$ cat config.mk
export PLATFORM = sky130hd
export DESIGN_NAME = obstacle_scheduler
export DESIGN_NICKNAME = d
export VERILOG_FILES = /design/src/rtl/obstacle_scheduler.sv
export SDC_FILE = /design/constraint.sdc
export NUM_CORES = 1
export LEC_CHECK = 0
export ABC_AREA = 0
export CAP_MARGIN = 15
export CORE_AREA = 2 2 129 106
export DETAILED_ROUTE_END_ITERATION = 8
export DIE_AREA = 0 0 131 108
export HOLD_SLACK_MARGIN = 0.1
export PLACE_DENSITY = 0.84
export SETUP_SLACK_MARGIN = 0.4
export SYNTH_ARGS = -nofsm -noshare
export SYNTH_HDL_FRONTEND = slang
export SYNTH_SLANG_ARGS = --single-unit
$ cat constraint.sdc
create_clock -name frame_clk -period 8.6 [get_ports frame_clk]
set_input_delay 2.15 -clock frame_clk [delete_from_list [all_inputs] [get_ports frame_clk]]
set_output_delay 2.15 -clock frame_clk [all_outputs]
set_load 0.005 [all_outputs]
$ cat src/rtl/obstacle_scheduler.sv
// Falling-obstacle slot pool: spawns into the lowest free slot every SPAWN_PERIOD
// enabled frames, moves active slots down, and retires them on kill or bottom edge.
module obstacle_scheduler #(
  parameter int          NUM_SLOTS    = 4,
  parameter int          SPAWN_PERIOD = 60,
  parameter int          OBJ_SIZE     = 20,
  parameter int          OBJ_X_MIN    = 3,
  parameter int          OBJ_Y_MIN    = 3,
  parameter int          OBJ_Y_MAX    = 476,
  parameter int          LEVEL_SPAWNS = 8,
  parameter int          MAX_SPEED    = 4,
  parameter logic [15:0] LFSR_SEED    = 16'hACE1
) (
  input  logic                     Reset,
  input  logic                     frame_clk,
  input  logic                     enable,
  input  logic [NUM_SLOTS-1:0]     kill,
  output logic [NUM_SLOTS*10-1:0]  obj_x,
  output logic [NUM_SLOTS*10-1:0]  obj_y,
  output logic [NUM_SLOTS-1:0]     obj_active,
  output logic [9:0]               obj_size,
  output logic [2:0]               speed,
  output logic                     spawn_dropped,
  output logic                     escaped,
  output logic [15:0]              escape_count,
  output logic [15:0]              spawn_count
);

  localparam int TW = (SPAWN_PERIOD > 2) ? $clog2(SPAWN_PERIOD) : 1;
  localparam logic [TW-1:0] TIMER_LAST = TW'(SPAWN_PERIOD - 1);
  localparam logic [9:0]    Y_START    = 10'(OBJ_Y_MIN);
  localparam logic [9:0]    Y_RETIRE   = 10'(OBJ_Y_MAX - OBJ_SIZE);

  logic [NUM_SLOTS-1:0][9:0] x_q, x_d;
  logic [NUM_SLOTS-1:0][9:0] y_q, y_d;
  logic [NUM_SLOTS-1:0]      active_q, active_d;
  logic [TW-1:0]             timer_q, timer_d;
  logic [15:0]               lfsr_q, lfsr_d;
  logic [2:0]                speed_q, speed_d;
  logic                      dropped_q, dropped_d;
  logic                      escaped_q, escaped_d;
  logic [15:0]               esc_cnt_q, esc_cnt_d;
  logic [15:0]               spawn_cnt_q, spawn_cnt_d;

  logic        spawn_now;
  logic        taken;
  logic [3:0]  esc_n;
  logic [16:0] esc_sum;

  always_comb begin
    x_d         = x_q;
    y_d         = y_q;
    active_d    = active_q;
    timer_d     = timer_q;
    lfsr_d      = lfsr_q;
    speed_d     = speed_q;
    dropped_d   = 1'b0;
    escaped_d   = 1'b0;
    esc_cnt_d   = esc_cnt_q;
    spawn_cnt_d = spawn_cnt_q;
    spawn_now   = 1'b0;
    taken       = 1'b0;
    esc_n       = '0;
    esc_sum     = '0;

    if (enable) begin
      lfsr_d    = {1'b0, lfsr_q[15:1]} ^ (lfsr_q[0] ? 16'hB400 : 16'h0000);
      spawn_now = (timer_q == TIMER_LAST);
      timer_d   = spawn_now ? '0 : timer_q + 1'b1;

      for (int i = 0; i < NUM_SLOTS; i++) begin
        if (active_q[i]) begin
          if (kill[i]) begin
            active_d[i] = 1'b0;
            y_d[i]      = Y_START;
          end else if (y_q[i] > Y_RETIRE) begin
            active_d[i] = 1'b0;
            y_d[i]      = Y_START;
            esc_n       = esc_n + 4'd1;
          end else begin
            y_d[i] = y_q[i] + {7'b0, speed_q};
          end
        end
      end

      // Eligibility uses the pre-edge active map, so a slot freed this edge waits.
      for (int i = 0; i < NUM_SLOTS; i++) begin
        if (spawn_now && !active_q[i] && !taken) begin
          taken       = 1'b1;
          active_d[i] = 1'b1;
          y_d[i]      = Y_START;
          x_d[i]      = 10'(OBJ_X_MIN) + {1'b0, lfsr_q[8:0]};
        end
      end

      if (spawn_now && taken) begin
        if (spawn_cnt_q != 16'hFFFF) spawn_cnt_d = spawn_cnt_q + 16'd1;
        if ((spawn_cnt_d % 16'(LEVEL_SPAWNS)) == 16'd0 && speed_q < 3'(MAX_SPEED))
          speed_d = speed_q + 3'd1;
      end
      dropped_d = spawn_now && !taken;

      esc_sum   = {1'b0, esc_cnt_q} + {13'b0, esc_n};
      esc_cnt_d = esc_sum[16] ? 16'hFFFF : esc_sum[15:0];
      escaped_d = (esc_n != 4'd0);
    end
  end

  always_ff @(posedge frame_clk or posedge Reset) begin
    if (Reset) begin
      x_q         <= '0;
      y_q         <= {NUM_SLOTS{Y_START}};
      active_q    <= '0;
      timer_q     <= '0;
      lfsr_q      <= LFSR_SEED;
      speed_q     <= 3'd1;
      dropped_q   <= 1'b0;
      escaped_q   <= 1'b0;
      esc_cnt_q   <= '0;
      spawn_cnt_q <= '0;
    end else begin
      x_q         <= x_d;
      y_q         <= y_d;
      active_q    <= active_d;
      timer_q     <= timer_d;
      lfsr_q      <= lfsr_d;
      speed_q     <= speed_d;
      dropped_q   <= dropped_d;
      escaped_q   <= escaped_d;
      esc_cnt_q   <= esc_cnt_d;
      spawn_cnt_q <= spawn_cnt_d;
    end
  end

  assign obj_x         = x_q;
  assign obj_y         = y_q;
  assign obj_active    = active_q;
  assign obj_size      = 10'(OBJ_SIZE);
  assign speed         = speed_q;
  assign spawn_dropped = dropped_q;
  assign escaped       = escaped_q;
  assign escape_count  = esc_cnt_q;
  assign spawn_count   = spawn_cnt_q;

endmodule

==> summary.md, run 1 <==
| Metric | Value |
|---|---|
| Result of the run | `complete, no violations` |
| Floorplan die height | `108 um` |
| Top library cells by usage in the layout, fill and taps aside | `126 x dfrtp_1, 126 x clkdlybuf4s50_1, 81 x nand2_1` |
| Half-perimeter wire length after detailed placement | `12000 um` |
| Share of final-layout standard cells stronger than drive strength 1 | `0.104` |
| Worst slew margin relative to its limit | `0.315` |
| Area of the multi-input gates | `3200 um2` |
| Number of clock buffers inserted by TritonCTS | `17` |
| Layout Utilization | `0.707` |
| Path type of the worst setup path | `input port to flip-flop` |
| Fin nets | `852` |
| Fin Setup TNS | `0 ns` |
| CP Max Fanout | `9` |
| Path category of the worst min-delay check | `flip-flop to flip-flop` |
| Via count normalized by instance count | `5.75` |
| R2R depth | `18` |
| Htree depth | `4` |
| Sum of internal, switching and leakage power | `0.00175 W` |
| Routed wire length | `17500 um` |
| Area of the die | `14100 um2` |
| Fraction of registers with async set/reset | `1.00` |
| Post-synthesis cell count | `692` |
| Area of the mapped netlist | `7040 um2` |
| Maximum number of pins on one net before global-route repair | `84` |
| Area inside the core boundary | `12700 um2` |
| Count of synthesis-stage warnings from yosys | `0` |
| Sequential element share of the synthesized area | `0.511` |
| Slew at the pin closest to its max-slew limit | `1.03 ns` |
| Post-route worst setup slack | `2.35 ns` |
| Initial core utilization | `0.553` |
| Die X-Extent | `131 um` |
| Final hold vios | `0` |
| Post-CTS setup-driven buffer insertion count | `0` |
| Clock-pin slew of the registers on the worst-case setup and hold paths | `0.06 ns` |
| Total track usage | `0.259` |
| Insertion delay of the later-clocked pin in the worst-skew pair | `0.42 ns` |
| Synth cell types | `63` |
| Remaining design rule violation count | `0` |
| Number of vias in the routed layout | `5775` |
| Fill cells | `900` |
| Standby leakage power | `4.04 nW` |
| Largest clock skew in the final design | `0.00635 ns` |
| Crit path buf inv count | `2` |
| Gp weighted congestion | `0.861` |
| Flip-flop and latch count after synthesis | `143` |
| Minimum clock period | `6.25 ns` |
| Number of optimization iterations in the first detailed-route pass | `5` |
| Clock tree from TritonCTS | `yes` |
| Maximum vdd ir drop | `151 uV` |
| Fmax | `160 MHz` |
| Global-route wire length before repair | `28500 um` |
| CP startpoint kind | `input port` |
| Data arrival time of the critical path | `6.53 ns` |
| Starting DRT DRC Count | `510` |
| Setup Slack @ Placement | `2.03 ns` |
| Number of maximum-capacitance violations | `0` |
| Number of enable flip-flop cells after synthesis | `0` |
| Final ANT Viol Nets | `0` |
| Worst hold stages | `2` |
| Buffer levels on the longest clock path | `2` |
| Most used DFF post-synth | `dfrtp_1` |
| Clock Root Buffer | `clkbuf_16` |
| Average wire per cell in the routed design | `17.4 um` |
| Max-slew violation total from the final report | `0` |
| Synth Area per Inst | `10.2 um2` |
| Worst path required time | `8.88 ns` |
| Num rows | `37` |
| Via count of the first global-routing pass | `5794` |
| Cell Pwr Density | `194 nW/um2` |
| Antenna violations before repair | `0` |
| Number of primary I/O pins | `138` |
| Final setup violating endpoints | `0` |
| Count of inserted antenna diode cells | `0` |
| Total congestion overflow | `0` |
| Unrepaired setup endpoints after global routing | `false` |
| Final period util | `0.727` |
| CTS Hold Bufs | `0` |
| Crit. path cell count | `17` |
| Max incr delay on CP | `0.88 ns` |
| Capturing element type of the critical path | `flip-flop` |
| CP max stage cell | `a211oi_1` |
| Cell Chain, Critical Path | `clkdlybuf4s50_1 -> nor2b_1 -> o21a_1 -> ha_1 -> mux2_2 -> o31a_2 -> ha_1 -> mux2_2 -> ha_1 -> mux2_2 -> inv_1 -> fa_1 -> nor2b_1 -> o21ai_0 -> a211oi_1 -> and3_1 -> o21ai_0` |
| # clock sinks | `143` |
| Gate family responsible for the most delay along the worst path | `compound AO/OA/AOI/OAI gates` |
| Layout overhead on the synthesized area | `27.8%` |
| Count of input and output buffers | `127` |
| Number of cells upsized or downsized after cts | `0` |
| Area used by sequential logic in the layout | `3600 um2` |
state kept, by name (all words and copies together), names as in the netlist:
| signal | count |
|---|---|
| obj_y | 40 |
| speed | 3 |
| lfsr_q | 16 |
| timer_q | 6 |
| spawn_count | 16 |
| spawn_dropped | 1 |
| obj_active | 4 |
| obj_x | 40 |
| escape_count | 16 |
| escaped | 1 |
logic make-up after synthesis:
kind of cell             after synthesis  share of synthesized area
multiplexers                          22                     0.0348
flip-flops                           143                      0.511
other                                  2                    0.00107
buffers and inverters                 61                     0.0384
XOR/XNOR                              54                     0.0682
AO/OA/AOI/OAI                        141                      0.123
adder cells (fa/ha/maj)               28                     0.0551
AND/OR/NAND/NOR                      241                      0.168
layout make-up:
class / count / area share
Inverter: 29 / 0.0127
Multi-Input combinational cell: 496 / 0.356
Clock buffer: 17 / 0.0473
Tap cell: 175 / 0.0243
Sequential cell: 143 / 0.400
Timing Repair Buffer: 130 / 0.143
Clock inverter: 15 / 0.0167
worst reg2reg max path, stage by stage, from the launching register on:
cell and delay (ns):
dfrtp_1 0.43, o31ai_1 0.23, nand2_1 0.09, a41oi_1 0.36, inv_1 0.11, ha_1 0.28, mux2_2 0.26, o31a_2 0.15
ha_1 0.30, mux2_2 0.28, ha_1 0.27, mux2_2 0.17, inv_1 0.06, fa_1 0.42, nor2b_1 0.12, o21ai_0 0.16
a211oi_1 0.88, and3_1 0.28, o21ai_0 0.09
path summary, 6_finish.rpt:
| kind | startpoint | endpoint | slack [ns] |
|---|---|---|---|
| max in group asynchronous | Reset | obj_y[35] | 5.02 |
| setup reg to reg | obj_y[12] | escape_count[10] | 3.53 |
| hold / removal | obj_x[22] | obj_x[22] | 0.47 |
| setup / recovery | kill[0] | escape_count[10] | 2.35 |
| hold reg to reg | obj_x[22] | obj_x[22] | 0.47 |
| min in group asynchronous | Reset | obj_x[16] | 2.16 |
per-stage QoR:
step / hold WS [ns] / area, um2 / std cells
CTS: 0.477 / 9000 / 1005
floorplan: 0.465 / 7070 / 700
finish: 0.474 / 9000 / 1005
global placement: 0.458 / 8420 / 973
detailed placement: 0.462 / 8420 / 973
global route: 0.499 / 9000 / 1005
power by group:
part           internal, W  switching [W]
combinational    0.0000931       0.000123
sequential        0.000740      0.0000652
clock             0.000408       0.000317
synthesized netlist by cell type (all sizes together) (9+ instances only):
master / instances / area, um2
xor2: 15 / 131
nand4: 9 / 56.3
dfstp: 17 / 447
dfrtp: 126 / 3150
nor3: 14 / 75.1
o21ai: 54 / 270
xnor2: 39 / 349
nor2b: 10 / 62.6
nand2: 82 / 310
inv: 29 / 109
a21o: 9 / 67.6
mux2: 20 / 225
ha: 23 / 288
clkbuf: 16 / 61.3
a21oi: 36 / 180
a31oi: 9 / 56.3
nand3: 16 / 80.1
and3: 13 / 81.3
nor2: 54 / 205
buf: 16 / 100
layer usage:
| metal | wire (um) | vias to the layer above | global-route usage |
|---|---|---|---|
| li1 | - | 2643 | - |
| met1 | 7720 | 2858 | 0.358 |
| met2 | 8190 | 247 | 0.409 |
| met3 | 1320 | 27 | 0.0569 |
| met4 | 271 | 0 | 0.0897 |
| met5 | 0 | - | 0 |
Power figures use the tool's default switching activity.
==> inputs of run 2 (changes only) <==
--- a/config.mk
+++ b/config.mk
@@ -7,11 +7,11 @@
 export LEC_CHECK = 0
 export ABC_AREA = 0
 export CAP_MARGIN = 15
-export CORE_AREA = 2 2 129 106
+export CORE_AREA = 2 2 134 110
 export DETAILED_ROUTE_END_ITERATION = 8
-export DIE_AREA = 0 0 131 108
+export DIE_AREA = 0 0 136 112
 export HOLD_SLACK_MARGIN = 0.1
-export PLACE_DENSITY = 0.84
+export PLACE_DENSITY = 0.79
 export SETUP_SLACK_MARGIN = 0.4
 export SYNTH_ARGS = -nofsm -noshare
 export SYNTH_HDL_FRONTEND = slang
==> constraint.sdc (replaced) <==
create_clock -name frame_clk -period 6.2 [get_ports frame_clk]
set_input_delay 1.55 -clock frame_clk [delete_from_list [all_inputs] [get_ports frame_clk]]
set_output_delay 1.55 -clock frame_clk [all_outputs]
set_load 0.005 [all_outputs]
==> summary.md, run 2 (same netlist as run 1, synthesis figures left out) <==
| Metric | Value |
|---|---|
| Maximum vdd ir drop | `229 uV` |
| Gp weighted congestion | `0.865` |
| Clock-pin slew of the registers on the worst-case setup and hold paths | `0.06 ns` |
| Capturing element type of the critical path | `flip-flop` |
| Initial core utilization | `0.505` |
| Htree depth | `4` |
| Number of optimization iterations in the first detailed-route pass | `5` |
| CP max stage cell | `a2111oi_4` |
| Number of maximum-capacitance violations | `0` |
| Number of vias in the routed layout | `5650` |
| Fin nets | `853` |
| Antenna violations before repair | `0` |
| Insertion delay of the later-clocked pin in the worst-skew pair | `0.42 ns` |
| Total track usage | `0.235` |
| Via count of the first global-routing pass | `5567` |
| Remaining design rule violation count | `0` |
| Fin Setup TNS | `0 ns` |
| Maximum number of pins on one net before global-route repair | `110` |
| Layout overhead on the synthesized area | `28.6%` |
| Routed wire length | `17000 um` |
| CP Max Fanout | `5` |
| Path category of the worst min-delay check | `flip-flop to flip-flop` |
| Result of the run | `complete, no violations` |
| Slew at the pin closest to its max-slew limit | `0.950 ns` |
| Area inside the core boundary | `14000 um2` |
| Max-slew violation total from the final report | `0` |
| Max incr delay on CP | `0.54 ns` |
| Crit path buf inv count | `3` |
| Share of final-layout standard cells stronger than drive strength 1 | `0.104` |
| Number of clock buffers inserted by TritonCTS | `17` |
| Count of inserted antenna diode cells | `0` |
| Floorplan die height | `112 um` |
| Die X-Extent | `136 um` |
| Number of primary I/O pins | `138` |
| Final hold slack | `0.485 ns` |
| CTS Hold Bufs | `0` |
| Starting DRT DRC Count | `410` |
| Standby leakage power | `4.04 nW` |
| Clock tree from TritonCTS | `yes` |
| Unrepaired setup endpoints after global routing | `false` |
| Post-route worst setup slack | `0.791 ns` |
| Top library cells by usage in the layout, fill and taps aside | `126 x dfrtp_1, 126 x clkdlybuf4s50_1, 81 x nand2_1` |
| Cell Pwr Density | `269 nW/um2` |
| Sum of internal, switching and leakage power | `0.00243 W` |
| Count of input and output buffers | `127` |
| Cell Chain, Critical Path | `clkdlybuf4s50_1 -> nor2b_1 -> o21a_1 -> ha_1 -> mux2_2 -> o31a_2 -> ha_1 -> mux2_2 -> ha_1 -> mux2_2 -> inv_1 -> fa_1 -> nor2b_1 -> o21ai_0 -> a2111oi_4 -> inv_1 -> and3_1 -> a21oi_1` |
| Worst path required time | `6.54 ns` |
| Fmax | `185 MHz` |
| Buffer levels on the longest clock path | `2` |
| Worst slew margin relative to its limit | `0.367` |
| Final setup violating endpoints | `0` |
| Total congestion overflow | `0` |
| Setup Slack @ Placement | `0.245 ns` |
| Count of placed standard cells in the final layout, fillers left out | `1014` |
| Minimum clock period | `5.41 ns` |
| Largest clock skew in the final design | `0.00847 ns` |
| Via count normalized by instance count | `5.57` |
| CP startpoint kind | `input port` |
| Clock Root Buffer | `clkbuf_16` |
| Final period util | `0.872` |
| Global-route wire length before repair | `28000 um` |
| Final ANT Viol Nets | `0` |
| Placed cell count | `983` |
| Gate family responsible for the most delay along the worst path | `adder cells` |
| Area of the die | `15200 um2` |
| Path type of the worst setup path | `input port to flip-flop` |
| Final hold vios | `0` |
| Num rows | `39` |
| Average wire per cell in the routed design | `16.7 um` |
| Data arrival time of the critical path | `5.75 ns` |
| # clock sinks | `143` |
| Half-perimeter wire length after detailed placement | `11900 um` |
[run 2: layout make-up]
cell class / count / area [um2]
Timing Repair Buffer: 131 / 1300
Clock buffer: 20 / 467
Clock inverter: 11 / 133
Sequential cell: 143 / 3600
Tap cell: 184 / 230
Multi-Input combinational cell: 496 / 3220
Fill cell: 1085 / 4900
Inverter: 29 / 114
[run 2: per-stage QoR]
stage	cell area, um2	util
global placement	8440	0.605
CTS	9040	0.648
detailed placement	8440	0.605
finish	9050	0.649
global route	9050	0.649
floorplan	7070	-
[run 2: timing repair]
item | in CTS | in global routing
setup buffers | 0 | 0
resized for setup | 0 | 1
setup endpoints to repair | 0 | 1
[run 2: worst paths after layout]
path | start | end | slack [ns] | cells past startpoint
setup / recovery | kill[0] | escape_count[4] | 0.79 | 18
hold / removal | obj_x[19] | obj_x[19] | 0.48 | 2
setup reg to reg | obj_y[1] | escape_count[4] | 1.43 | 18
hold reg to reg | obj_x[19] | obj_x[19] | 0.48 | 2
max in group asynchronous | Reset | obj_y[33] | 3.44 | 3
min in group asynchronous | Reset | obj_x[9] | 1.73 | 2
[run 2: power breakdown]
group / leakage, nW / total [W] / switching [W] / internal [W]
Combinational: 1.89 / 0.000301 / 0.000171 / 0.000129
Clock: 0.277 / 0.00102 / 0.000398 / 0.000625
Sequential: 1.87 / 0.00111 / 0.0000810 / 0.00103
[run 2: worst min-delay path, cell delays in order (launching register included)]
cell	delay (ns)
dfrtp_1	0.34
nand2_1	0.05
o21ai_0	0.06
[run 2: metal layers]
metal  share of wire  track usage
met2            0.46        0.351
met3           0.071       0.0665
met4           0.010       0.0639
met1            0.46        0.336
met5               0            0
==> inputs of run 3 (changes only) <==
--- a/config.mk
+++ b/config.mk
@@ -13,6 +13,8 @@
 export HOLD_SLACK_MARGIN = 0.1
 export PLACE_DENSITY = 0.79
 export SETUP_SLACK_MARGIN = 0.4
+export SKIP_LAST_GASP = 1
 export SYNTH_ARGS = -nofsm -noshare
 export SYNTH_HDL_FRONTEND = slang
 export SYNTH_SLANG_ARGS = --single-unit
+export TNS_END_PERCENT = 30
==> results of run 3 <==
The final DEF is identical to that of run 2; final timing and power are the same.
